<file path="config.mk">
export PLATFORM = sky130hd
export DESIGN_NAME = lsu_bus_if
export DESIGN_NICKNAME = d
export VERILOG_FILES = /design/src/rtl/lsu_bus_if_pkg.sv /design/src/rtl/lsu_bus_if_ld_fmt.sv /design/src/rtl/lsu_bus_if.sv
export SDC_FILE = /design/constraint.sdc
export NUM_CORES = 1
export LEC_CHECK = 0
export ABC_AREA = 1
export BUFFER_PORTS_ARGS = -buffer_cell sky130_fd_sc_hd__buf_2
export CAP_MARGIN = 0
export CORE_AREA = 2 2 156 158
export CTS_BUF_LIST = sky130_fd_sc_hd__clkbuf_4
export DETAILED_ROUTE_END_ITERATION = 7
export DIE_AREA = 0 0 158 160
export MAX_ROUTING_LAYER = met4
export PLACE_DENSITY_LB_ADDON = 0.1
export SETUP_SLACK_MARGIN = 0.3
export SLEW_MARGIN = 20
export SYNTH_ARGS = -nofsm -noshare
export SYNTH_HDL_FRONTEND = slang
export SYNTH_SLANG_ARGS = --single-unit
</file>
<file path="constraint.sdc">
create_clock -name clk -period 5 [get_ports clk]
set_input_delay 1.25 -clock clk [delete_from_list [all_inputs] [get_ports clk]]
set_output_delay 1.25 -clock clk [all_outputs]
set_load 0.01 [all_outputs]
</file>
<file path="src/rtl/lsu_bus_if_pkg.sv">
// Shared types and helpers for the LSU data-memory bus interface.
// Memop codes, FSM states, strobe bases and legality/strobe functions.
package lsu_bus_if_pkg;

  localparam int XLEN = 64;

  typedef enum logic [1:0] {
    S_IDLE,
    S_REQ,
    S_WAIT,
    S_RESP
  } state_t;

  localparam logic [2:0] OP_B  = 3'b000;
  localparam logic [2:0] OP_H  = 3'b001;
  localparam logic [2:0] OP_W  = 3'b010;
  localparam logic [2:0] OP_D  = 3'b011;
  localparam logic [2:0] OP_BU = 3'b100;
  localparam logic [2:0] OP_HU = 3'b101;
  localparam logic [2:0] OP_WU = 3'b110;

  localparam logic [7:0] STRB_B = 8'h01;
  localparam logic [7:0] STRB_H = 8'h03;
  localparam logic [7:0] STRB_W = 8'h0F;
  localparam logic [7:0] STRB_D = 8'hFF;

  function automatic logic f_legal(
    input logic       wr,
    input logic [2:0] op,
    input logic [2:0] off
  );
    logic ok;
    unique case (op[1:0])
      2'b00:   ok = 1'b1;
      2'b01:   ok = ~off[0];
      2'b10:   ok = (off[1:0] == 2'b00);
      default: ok = (off == 3'b000);
    endcase
    if (wr && op[2]) ok = 1'b0;
    if (!wr && op == 3'b111) ok = 1'b0;
    return ok;
  endfunction

  function automatic logic [7:0] f_strb(
    input logic [1:0] sz,
    input logic [2:0] off
  );
    logic [7:0] b;
    unique case (sz)
      2'b00:   b = STRB_B;
      2'b01:   b = STRB_H;
      2'b10:   b = STRB_W;
      default: b = STRB_D;
    endcase
    return b << off;
  endfunction

endpackage

</file>
<file path="src/rtl/lsu_bus_if_ld_fmt.sv">
// Load result formatter: picks the addressed byte/half/word
// out of the aligned doubleword and sign/zero-extends it.
module lsu_ld_fmt
  import lsu_bus_if_pkg::*;
(
  input  logic [XLEN-1:0] i_rdata,
  input  logic [2:0]      i_off,
  input  logic [2:0]      i_op,
  output logic [XLEN-1:0] o_data
);

  logic [XLEN-1:0] w_sh;

  assign w_sh = i_rdata >> {i_off, 3'b000};

  always_comb begin
    o_data = '0;
    unique case (i_op)
      OP_B:    o_data = {{56{w_sh[7]}}, w_sh[7:0]};
      OP_H:    o_data = {{48{w_sh[15]}}, w_sh[15:0]};
      OP_W:    o_data = {{32{w_sh[31]}}, w_sh[31:0]};
      OP_D:    o_data = w_sh;
      OP_BU:   o_data = {56'd0, w_sh[7:0]};
      OP_HU:   o_data = {48'd0, w_sh[15:0]};
      OP_WU:   o_data = {32'd0, w_sh[31:0]};
      default: o_data = '0;
    endcase
  end

endmodule

</file>
<file path="src/rtl/lsu_bus_if.sv">
// Single-outstanding valid/ready bus front end for the load/store stage.
// Stalls the stage for the whole access and returns formatted load data.
module lsu_bus_if
  import lsu_bus_if_pkg::*;
(
  input  logic            clk,
  input  logic            rst,
  input  logic            req_valid_i,
  input  logic            req_wr_i,
  input  logic [2:0]      req_op_i,
  input  logic [XLEN-1:0] req_addr_i,
  input  logic [XLEN-1:0] req_wdata_i,
  output logic            stall_o,
  output logic            ld_valid_o,
  output logic [XLEN-1:0] ld_data_o,
  output logic            err_o,
  output logic            mem_valid_o,
  input  logic            mem_ready_i,
  output logic            mem_we_o,
  output logic [XLEN-1:0] mem_addr_o,
  output logic [XLEN-1:0] mem_wdata_o,
  output logic [7:0]      mem_wstrb_o,
  input  logic            mem_rvalid_i,
  input  logic [XLEN-1:0] mem_rdata_i
);

  state_t          r_state;
  state_t          w_next;
  logic [XLEN-1:0] r_addr;
  logic [2:0]      r_op;
  logic            r_wr;
  logic [XLEN-1:0] r_wdata;
  logic [7:0]      r_wstrb;
  logic [XLEN-1:0] r_rdata;
  logic            r_err;
  logic            w_legal;
  logic            w_take;

  assign w_legal = f_legal(req_wr_i, req_op_i, req_addr_i[2:0]);
  assign w_take  = (r_state == S_IDLE) && req_valid_i && w_legal;

  always_comb begin
    w_next = r_state;
    unique case (r_state)
      S_IDLE: if (w_take) w_next = S_REQ;
      S_REQ:  if (mem_ready_i) w_next = r_wr ? S_RESP : S_WAIT;
      S_WAIT: if (mem_rvalid_i) w_next = S_RESP;
      S_RESP: w_next = S_IDLE;
      default: w_next = S_IDLE;
    endcase
  end

  always_ff @(posedge clk) begin
    if (rst) begin
      r_state <= S_IDLE;
      r_addr  <= '0;
      r_op    <= '0;
      r_wr    <= 1'b0;
      r_wdata <= '0;
      r_wstrb <= '0;
      r_rdata <= '0;
      r_err   <= 1'b0;
    end else begin
      r_state <= w_next;
      r_err   <= (r_state == S_IDLE) && req_valid_i && !w_legal;
      if (w_take) begin
        r_addr  <= req_addr_i;
        r_op    <= req_op_i;
        r_wr    <= req_wr_i;
        r_wdata <= req_wdata_i << {req_addr_i[2:0], 3'b000};
        r_wstrb <= f_strb(req_op_i[1:0], req_addr_i[2:0]);
      end
      if (r_state == S_WAIT && mem_rvalid_i) r_rdata <= mem_rdata_i;
    end
  end

  // RESP drops stall so the stage retires the op at the end of that cycle.
  assign stall_o     = w_take || r_state == S_REQ || r_state == S_WAIT;
  assign ld_valid_o  = (r_state == S_RESP) && !r_wr;
  assign err_o       = r_err;
  assign mem_valid_o = (r_state == S_REQ);
  assign mem_we_o    = r_wr;
  assign mem_addr_o  = {r_addr[XLEN-1:3], 3'b000};
  assign mem_wdata_o = r_wdata;
  assign mem_wstrb_o = r_wstrb;

  lsu_ld_fmt u_fmt (
    .i_rdata (r_rdata),
    .i_off   (r_addr[2:0]),
    .i_op    (r_op),
    .o_data  (ld_data_o)
  );

endmodule

</file>
---- Yosys cells after proc, flatten, opt, wreduce, memory -nomap -nowiden ----
Cells that the tools add are included.
storage, ports and cells
  register bits after elaboration ......... 207
  bits of input ports ..................... 201
  output and inout bits ................... 205
  word-level logic and storage cells ...... 57
operators by class
  equality and inequality tests ........... 15
  shift operators ......................... 3
  muxes and demuxes ....................... 12
  bitwise operators ....................... 1
  reductions and logical operators ........ 18
operators with widths
  cell                  number
  $pmux W64 S7          1
  $shl A64 B6 Y64       1
  $shr A64 B6 Y64       1
  $pmux W8 S3           1
  $mux W8               2
  $eq A3 B3 Y1 const B  4
  $pmux W2 S4           1
  $shl A8 B3 Y8         1
  $logic_and A1 B1 Y1   7
  $eq A2 B2 Y1 const B  3
  $eq A3 B2 Y1 const B  2
  $logic_not A2 Y1      3
  $logic_not A3 Y1      2
  $mux W2               3
  $eq A2 B1 Y1 const B  2
  $ne A2 B2 Y1 const B  2
  $eq A3 B1 Y1 const B  1
  $logic_not A1 Y1      3
  $mux W1               3
  $pmux W1 S3           1
  $reduce_and A3 Y1     1
  $logic_or A1 B1 Y1    2
  $ne A2 B1 Y1 const B  1
  $not A1 Y1            1

---- Longest topological paths before layout ----
Gate-level depths: netlist (run 1).
  depth in word-level cells ............... 8
  depth in mapped cells ................... 11
  depth with buffers taken out ............ 10

---- Hierarchy ----
Synthesis (run 1) repeated with hierarchy kept, for this count alone.
unflattened totals
  cells, all modules ...................... 1,862
  area total of the unflattened synthesis .. 11,830.1 µm²
by module, submodules not included
  module      times used  cells an instance  area an instance (µm²)  seq. area each (µm²)
  lsu_bus_if  1           1,355              9,395.3                 4,144.0
  lsu_ld_fmt  1           507                2,434.8                 0.0

---- Worst setup path after synthesis (run 1) ----
Ideal clock, no wire load.
  kind .................................... in2out
  start ................................... in req_addr_i[0]
  end ..................................... out stall_o
  data arrival time ....................... 2.237 ns
  required time ........................... 3.750 ns
  path slack .............................. 1.513 ns
  cell stages on the path ................. 8
  buffers on the path ..................... 3
  path through ............................ buf_4 > nor2_1 > nand3_1 > nand2_1 > nand3_2 > buf_2 > buf_2 > nand3_1
on the way
  word-level cells in the longest chain between the ends .. 7
  elaborated cells on any way between the ends .. 9
  classes of those cells .................. mux: 3; bitwise: 1; reduce/logical: 5
RTL lines
  what                                      line                  source
  start: declaration                        lsu_bus_if.sv:11      input logic [XLEN-1:0] req_addr_i,
  $logic_not A3 Y1 (tied with other cells)  lsu_bus_if_pkg.sv:37  default: ok = (off == 3'b000);
  $pmux W1 S3 *                             lsu_bus_if_pkg.sv:33  unique case (op[1:0])
  $mux W1 *                                 lsu_bus_if_pkg.sv:39  if (wr && op[2]) ok = 1'b0;
  $mux W1 *                                 lsu_bus_if_pkg.sv:40  if (!wr && op == 3'b111) ok = 1'b0;
  $logic_and A1 B1 Y1 *                     lsu_bus_if.sv:40      assign w_take = (r_state == S_IDLE) && req_valid_i && w_legal;
  $logic_or A1 B1 Y1 * (2 in series)        lsu_bus_if.sv:78      assign stall_o = w_take || r_state == S_REQ || r_state == S_WAIT;
  end: declaration                          lsu_bus_if.sv:13      output logic stall_o,
Every way passes the cells marked *; elsewhere a longest branch is shown, timed or not.

---- Worst setup path after layout (run 1) ----
  start ................................... reg r_addr[0]
  end ..................................... out ld_data_o[19]
on the way
  word-level cells in the longest chain between the ends .. 2
RTL lines
  what                      line                     source
  start: declaration        lsu_bus_if.sv:29         logic [XLEN-1:0] r_addr;
  start signal: assignment  lsu_bus_if.sv:67         r_addr <= req_addr_i;
  $shr A64 B6 Y64           lsu_bus_if_ld_fmt.sv:14  assign w_sh = i_rdata >> {i_off, 3'b000};
  $pmux W64 S7              lsu_bus_if_ld_fmt.sv:18  unique case (i_op)
  end: declaration          lsu_bus_if.sv:15         output logic [XLEN-1:0] ld_data_o,
Every way passes these cells.

==> results of run 1 <==
## registers in the layout (all words and copies together) (netlist names)
signal	cells
mem_wstrb_o	8
mem_wdata_o	64
r_rdata	64
r_addr	64
err_o	1
r_state	2
mem_we_o	1
r_op	3
## power groups by stage
stage                     registers (W)  logic (W)  clock network (W)
after detailed placement        0.00200    0.00176                  0
after global placement          0.00200    0.00174                  0
after floorplan                 0.00198    0.00114                  0
after global routing            0.00198    0.00195            0.00164
final                           0.00197    0.00177            0.00150
after CTS                       0.00196    0.00176            0.00154
## routing by layer
metal	share of wire	track usage	vias to the layer above
li1	-	-	6475
met1	0.39	0.380	5979
met2	0.49	0.548	582
met3	0.077	0.0708	106
met4	0.041	0.147	0
met5	0	-	-
## cell usage after synthesis (all sizes together)
cell	instances	area share
nand2	510	0.17
o21ai	255	0.11
dfxtp	207	0.36
nor2	196	0.064
a21oi	160	0.069
buf	134	0.077
nand3	76	0.034
inv	75	0.024
clkbuf	74	0.024
nand4	41	0.022
o211ai	20	0.013
or2	19	0.010
nor3	12	0.0056
mux2i	6	0.0052
a211oi	5	0.0037
ha	5	0.0054
o22ai	5	0.0027
clkinv	3	0.00097
o21bai	3	0.0019
o31ai	3	0.0024
a31oi	2	0.0011
and2	1	0.00054
conb	1	0.00032
## worst min path at each step
| stage | from | to | depth (start not counted) | slack (ps) |
|---|---|---|---|---|
| finish | r_addr[46] | r_addr[46] | 2 | 460 |
| floorplan | r_rdata[48] | r_rdata[48] | 2 | 440 |
| global placement | r_addr[63] | r_addr[63] | 2 | 450 |
| detailed placement | r_addr[34] | r_addr[34] | 2 | 450 |
| global route | r_addr[36] | r_addr[36] | 2 | 470 |
| CTS | r_addr[34] | r_addr[34] | 2 | 460 |
## worst min-delay path: cells and delay by family, from the launching register on
family | cells | cell delay [ps]
and+or+nand+nor | 1 | 60
AOI/OAI and AO/OA | 1 | 50
DFF | 1 | 310
## through the flow
stage / total power (W) / utilization / worst slack, ps / std cells / area, µm²
6_report: 0.00524 / 0.579 / 785 / 2467 / 13800
5_1_grt: 0.00557 / 0.579 / 493 / 2467 / 13800
4_1_cts: 0.00527 / 0.578 / 821 / 2457 / 13800
3_5_place_dp: 0.00375 / 0.548 / 1120 / 2356 / 13100
3_3_place_gp: 0.00374 / 0.548 / 1160 / 2356 / 13100
2_1_floorplan: 0.00312 / - / 1510 / 1815 / 11600
## final cells by class
cell class,count,area share
Multi-Input combinational cell,1322,0.436
Tap cell,324,0.0294
Clock inverter,17,0.00554
Timing Repair Buffer,425,0.160
Sequential cell,207,0.301
Antenna cell,10,0.00182
Clock buffer,84,0.0458
Inverter,78,0.0213
## kinds of logic (layout without fill, tap and decap cells)
family          count (synthesis)  after routing  share of synthesized area
compound gates                453            453                      0.204
fa+ha+maj                       5              5                    0.00540
buf+inv                       286            604                      0.126
flops                         207            207                      0.357
mux                             6              6                    0.00518
other cells                     1             13                   0.000323
simple gates                  855            855                      0.302
==> results.toml, run 1 <==
[clock_tree]
postCtsHoldBufs = 0
clockBufferDepth = 3
root_buffer = "clkbuf_4"
clock_sinks = 207
cts_buffers = 55
post_cts_resize_count = 0
htree_levels = 2
postCtsSetupBuffers = 0
clkSlewWorstSetupHoldPaths_ps = 80
clk_latency_ps = 690
tritoncts = "done"

[routing]
drc_errors = 0
drtAntennaViolNets = 0
drt-initial-drc-count = 1115
drt-total-wl_mm = 42.6
drtPass1Iterations = 7
viasPerCell = 5.33
num_vias = 13100
wl_per_cell_um = 17.3

[job]
maxCapViolations = 0

[die]
core_area_um2 = 23800
dieArea_um2 = 25300
rows = 57
initial_core_util = 0.487
fp.dieW_um = 158
die_y_um = 160
io_pins = 406

[run_status]
outcome = "finished clean"

[sta]
final-setup-viol-count = 0
finClkSkew_ps = 35.0
hold_viol = 0
holdWs_ps = 463
rsz0062_at_grt = "no"
min_period_over_period = 0.843
clock.fmax_mhz = 237
fin_tns_setup_ps = 0
relSlewSlack = 0.249
period_minus_slack_ps = 4220
tightest_slew_ps = 1130
slew_viol_final = 0

[setup_path]
start_kind = "flip-flop"
crit_path_end = "ld_data_o[19]"
crit_top_cell = "nand2_1"
crit_cells = 12
cp-startpoint = "r_addr[0]"
critical-path-top-delay-family = "buffers and inverters"
crit_fanout = 37
r2r_slack_ps = 2110
critPathBufInv = 4
cp.required_ps = 3750
cp_slowest_cell = "dfxtp_2"
critPathArrivalTime_ps = 2970
ff2ff_path_depth = 9
r2r_end = "r_addr[45]"
end_kind = "output pin"
crit_path_max_incr_delay_ps = 340
rr_startpoint = "r_state[0]"
crit_type = "reg -> out"
path_cells = "buf_4 > nand2_1 > o21ai_0 > nand2_1 > nand3_1 > nand2_1 > nand2_1 > buf_4 > nand2_1 > inv_2 > nand2_1 > buf_2"

[global_routing]
antenna_found_initial = 8
gr-usage-all-layers = 0.329
grt.overflow.total = 0
grt_pass1_wl_mm = 63.6
grt_pass1_vias = 12100
grt_max_degree = 105

[cells_and_area]
register_area_um2 = 4150
final_common_cell = "nand2_1"
multi_input_area_um2 = 6000
final_cell_mix = "nand2_1, buf_2, o21ai_0, dfxtp_1, nor2_1"
fill_cells = 2531
nets = 2295
drive_above_1_share = 0.257
area_growth_pct = 18.9

[place]
gp_congestion = 1.02
place_hpwl_mm = 30.8
port_buffers = 402

[power]
clkPwrFrac = 0.287
ir_worst_vdd_v = 0.000222
power.density_nw_per_um2 = 380
p_switching_w = 0.00201
leakagePower_nw = 6.58
power.internal_w = 0.00322
comb_power_share = 0.338
seqPwrFrac = 0.376
switching_share = 0.385

[yosys]
ys_seq_elements = 207
yosysWarningCount = 0
seq_area_frac_synth = 0.357
synth_area_per_cell_um2 = 6.39
syn_area_um2 = 11600
ys_types = 37
syn_inst = 1813

[hold_path]
hold_path.class = "reg -> reg"
Note: power is estimated with default switching activity, not from simulation.
==> run 2, diff against run 1 <==
- CORE_AREA: 2 2 156 158 -> default
- CORE_UTILIZATION: default -> 47
- DIE_AREA: 0 0 158 160 -> default
- clock period: 5 -> 3.8 ns (I/O delays scaled with it)
==> results.toml, run 2 (same netlist as run 1, synthesis figures left out) <==
[run_status]
outcome = "finished clean"

[cells_and_area]
fill_cells = 2539
nets = 2311
final_cell_mix = "nand2_1, buf_2, o21ai_0, dfxtp_1, nor2_1"
area_growth_pct = 20.9
drive_above_1_share = 0.263
final_common_cell = "nand2_1"

[routing]
viasPerCell = 5.34
wl_met3_mm = 3.48
num_vias = 13200
drc_errors = 0
drt-initial-drc-count = 1152
drtPass1Iterations = 6
wl_met2_mm = 20.7
drtAntennaViolNets = 0
wl_per_cell_um = 17.3
drt-met1-wl_mm = 16.6
highest_layer = "met4"
drt-total-wl_mm = 42.8

[die]
fp.dieW_um = 159
die_y_um = 159
initial_core_util = 0.478
rows = 57
core_area_um2 = 24200
io_pins = 406
dieArea_um2 = 25300

[clock_tree]
clockBufferDepth = 3
cts_buffers = 54
clk_latency_ps = 680
tritoncts = "done"
clkSlewWorstSetupHoldPaths_ps = 60
htree_levels = 2
root_buffer = "clkbuf_4"
postCtsHoldBufs = 0
clock_sinks = 207

[setup_path]
end_kind = "output pin"
critPathBufInv = 4
critical-path-top-delay-family = "compound AO/OA/AOI/OAI gates"
crit_type = "reg -> out"
path_cells = "inv_4 > buf_6 > buf_4 > nand3_1 > o21ai_1 > o21ai_0 > o21ai_0 > buf_2"
critPathArrivalTime_ps = 2470
start_kind = "flip-flop"
crit_path_max_incr_delay_ps = 380
r2r_end = "mem_wdata_o[38]"
ff2ff_path_depth = 9
crit_top_cell = "o21ai_0"
crit_cells = 8
cp_slowest_cell = "dfxtp_4"
r2r_slack_ps = 1270
rr_startpoint = "r_state[0]"
crit_fanout = 11
cp.required_ps = 2850

[place]
port_buffers = 402
place_hpwl_mm = 31.0
gp_congestion = 0.962

[global_routing]
grt_max_degree = 134
grt_pass1_vias = 12000
antenna_found_initial = 7
grt_pass1_wl_mm = 64.5
grt.overflow.total = 0
gr-usage-all-layers = 0.331

[power]
power.density_nw_per_um2 = 489
clkPwrFrac = 0.271
p_switching_w = 0.00265
leakagePower_nw = 6.67
power.internal_w = 0.00421
comb_power_share = 0.350
ir_worst_vdd_v = 0.000308
finalPower_w = 0.00686
seqPwrFrac = 0.379
switching_share = 0.386

[sta]
clock.fmax_mhz = 292
tightest_slew_ps = 1100
finClkSkew_ps = 23.0
fin_tns_setup_ps = 0
slew_viol_final = 0
hold_viol = 0
relSlewSlack = 0.266
min_period_over_period = 0.901
period_minus_slack_ps = 3420
rsz0062_at_grt = "yes"
final-setup-viol-count = 0

[hold_path]
hold_path.class = "reg -> reg"
whs_endpoint = "r_addr[46]"
hold_path_depth = 2
min-delay-start = "r_addr[46]"

[job]
maxCapViolations = 0
## run 2: cell types whose count changed in the layout (fill, tap and decap cells not counted), moves of 2 or more
| cell | delta |
|---|---|
| o21ai_1 | +5 |
| nand2_1 | -4 |
| inv_2 | -2 |
| buf_4 | +2 |
| nand2_4 | +2 |
| buf_6 | +6 |
| o21ai_0 | -5 |
| diode_2 | -3 |
| clkbuf_4 | -8 |
| nand2_2 | +2 |
| buf_12 | +6 |
## run 2: worst max path at each step
stage	slack (ps)	to	from
after floorplan	910	stall_o	req_addr_i[0]
after detailed placement	720	ld_data_o[11]	r_addr[0]
after global placement	770	ld_data_o[54]	r_addr[0]
after CTS	300	ld_data_o[37]	r_addr[0]
after global routing	280	ld_data_o[26]	r_op[0]
final	380	ld_data_o[11]	r_addr[0]
## run 2: final cells by class
cell class	instances	area (µm²)	share of cell area
Clock inverter	15	67.6	0.00482
Inverter	78	302	0.0215
Antenna cell	7	17.5	0.00125
Multi-Input combinational cell	1323	6050	0.431
Tap cell	324	405	0.0289
Timing Repair Buffer	441	2460	0.175
Sequential cell	207	4150	0.296
Clock buffer	76	571	0.0407
## run 2: what timing repair did
action                                  CTS  global route
endpoints found under the setup margin   56            56
cloned                                    2             1
buffers inserted                          2             5
gates resized for setup                  12            17
pin swaps                                 1             1
## run 2: worst min-delay path: cells and delay by family, from the launching register on
kind | cells | cell delay, ps
AO/OA/AOI/OAI | 1 | 50
flip-flops | 1 | 300
AND/OR/NAND/NOR | 1 | 60
## run 2: through the flow
step           instance area, µm²  instances  utilization  hold slack [ps]  setup slack (ps)
5_1_grt                     14000       2471        0.578              465               277
4_1_cts                     13900       2458        0.573              454               300
2_1_floorplan               11600       1815            -              436               913
6_report                    14000       2471        0.578              460               378
3_3_place_gp                13200       2363        0.542              449               771
3_5_place_dp                13200       2363        0.542              452               723
## run 2: per-layer routing
layer,global-route usage,up-vias
li1,-,6502
met1,0.378,5978
met2,0.548,606
met3,0.0716,118
met4,0.165,0
met5,-,-
## run 2: power groups by stage
| stage | combinational (W) | clock [W] | sequential [W] |
|---|---|---|---|
| finish | 0.00240 | 0.00186 | 0.00260 |
| global route | 0.00263 | 0.00200 | 0.00262 |
| CTS | 0.00235 | 0.00190 | 0.00259 |
| detailed placement | 0.00231 | 0 | 0.00264 |
| global placement | 0.00229 | 0 | 0.00263 |
| floorplan | 0.00150 | 0 | 0.00260 |
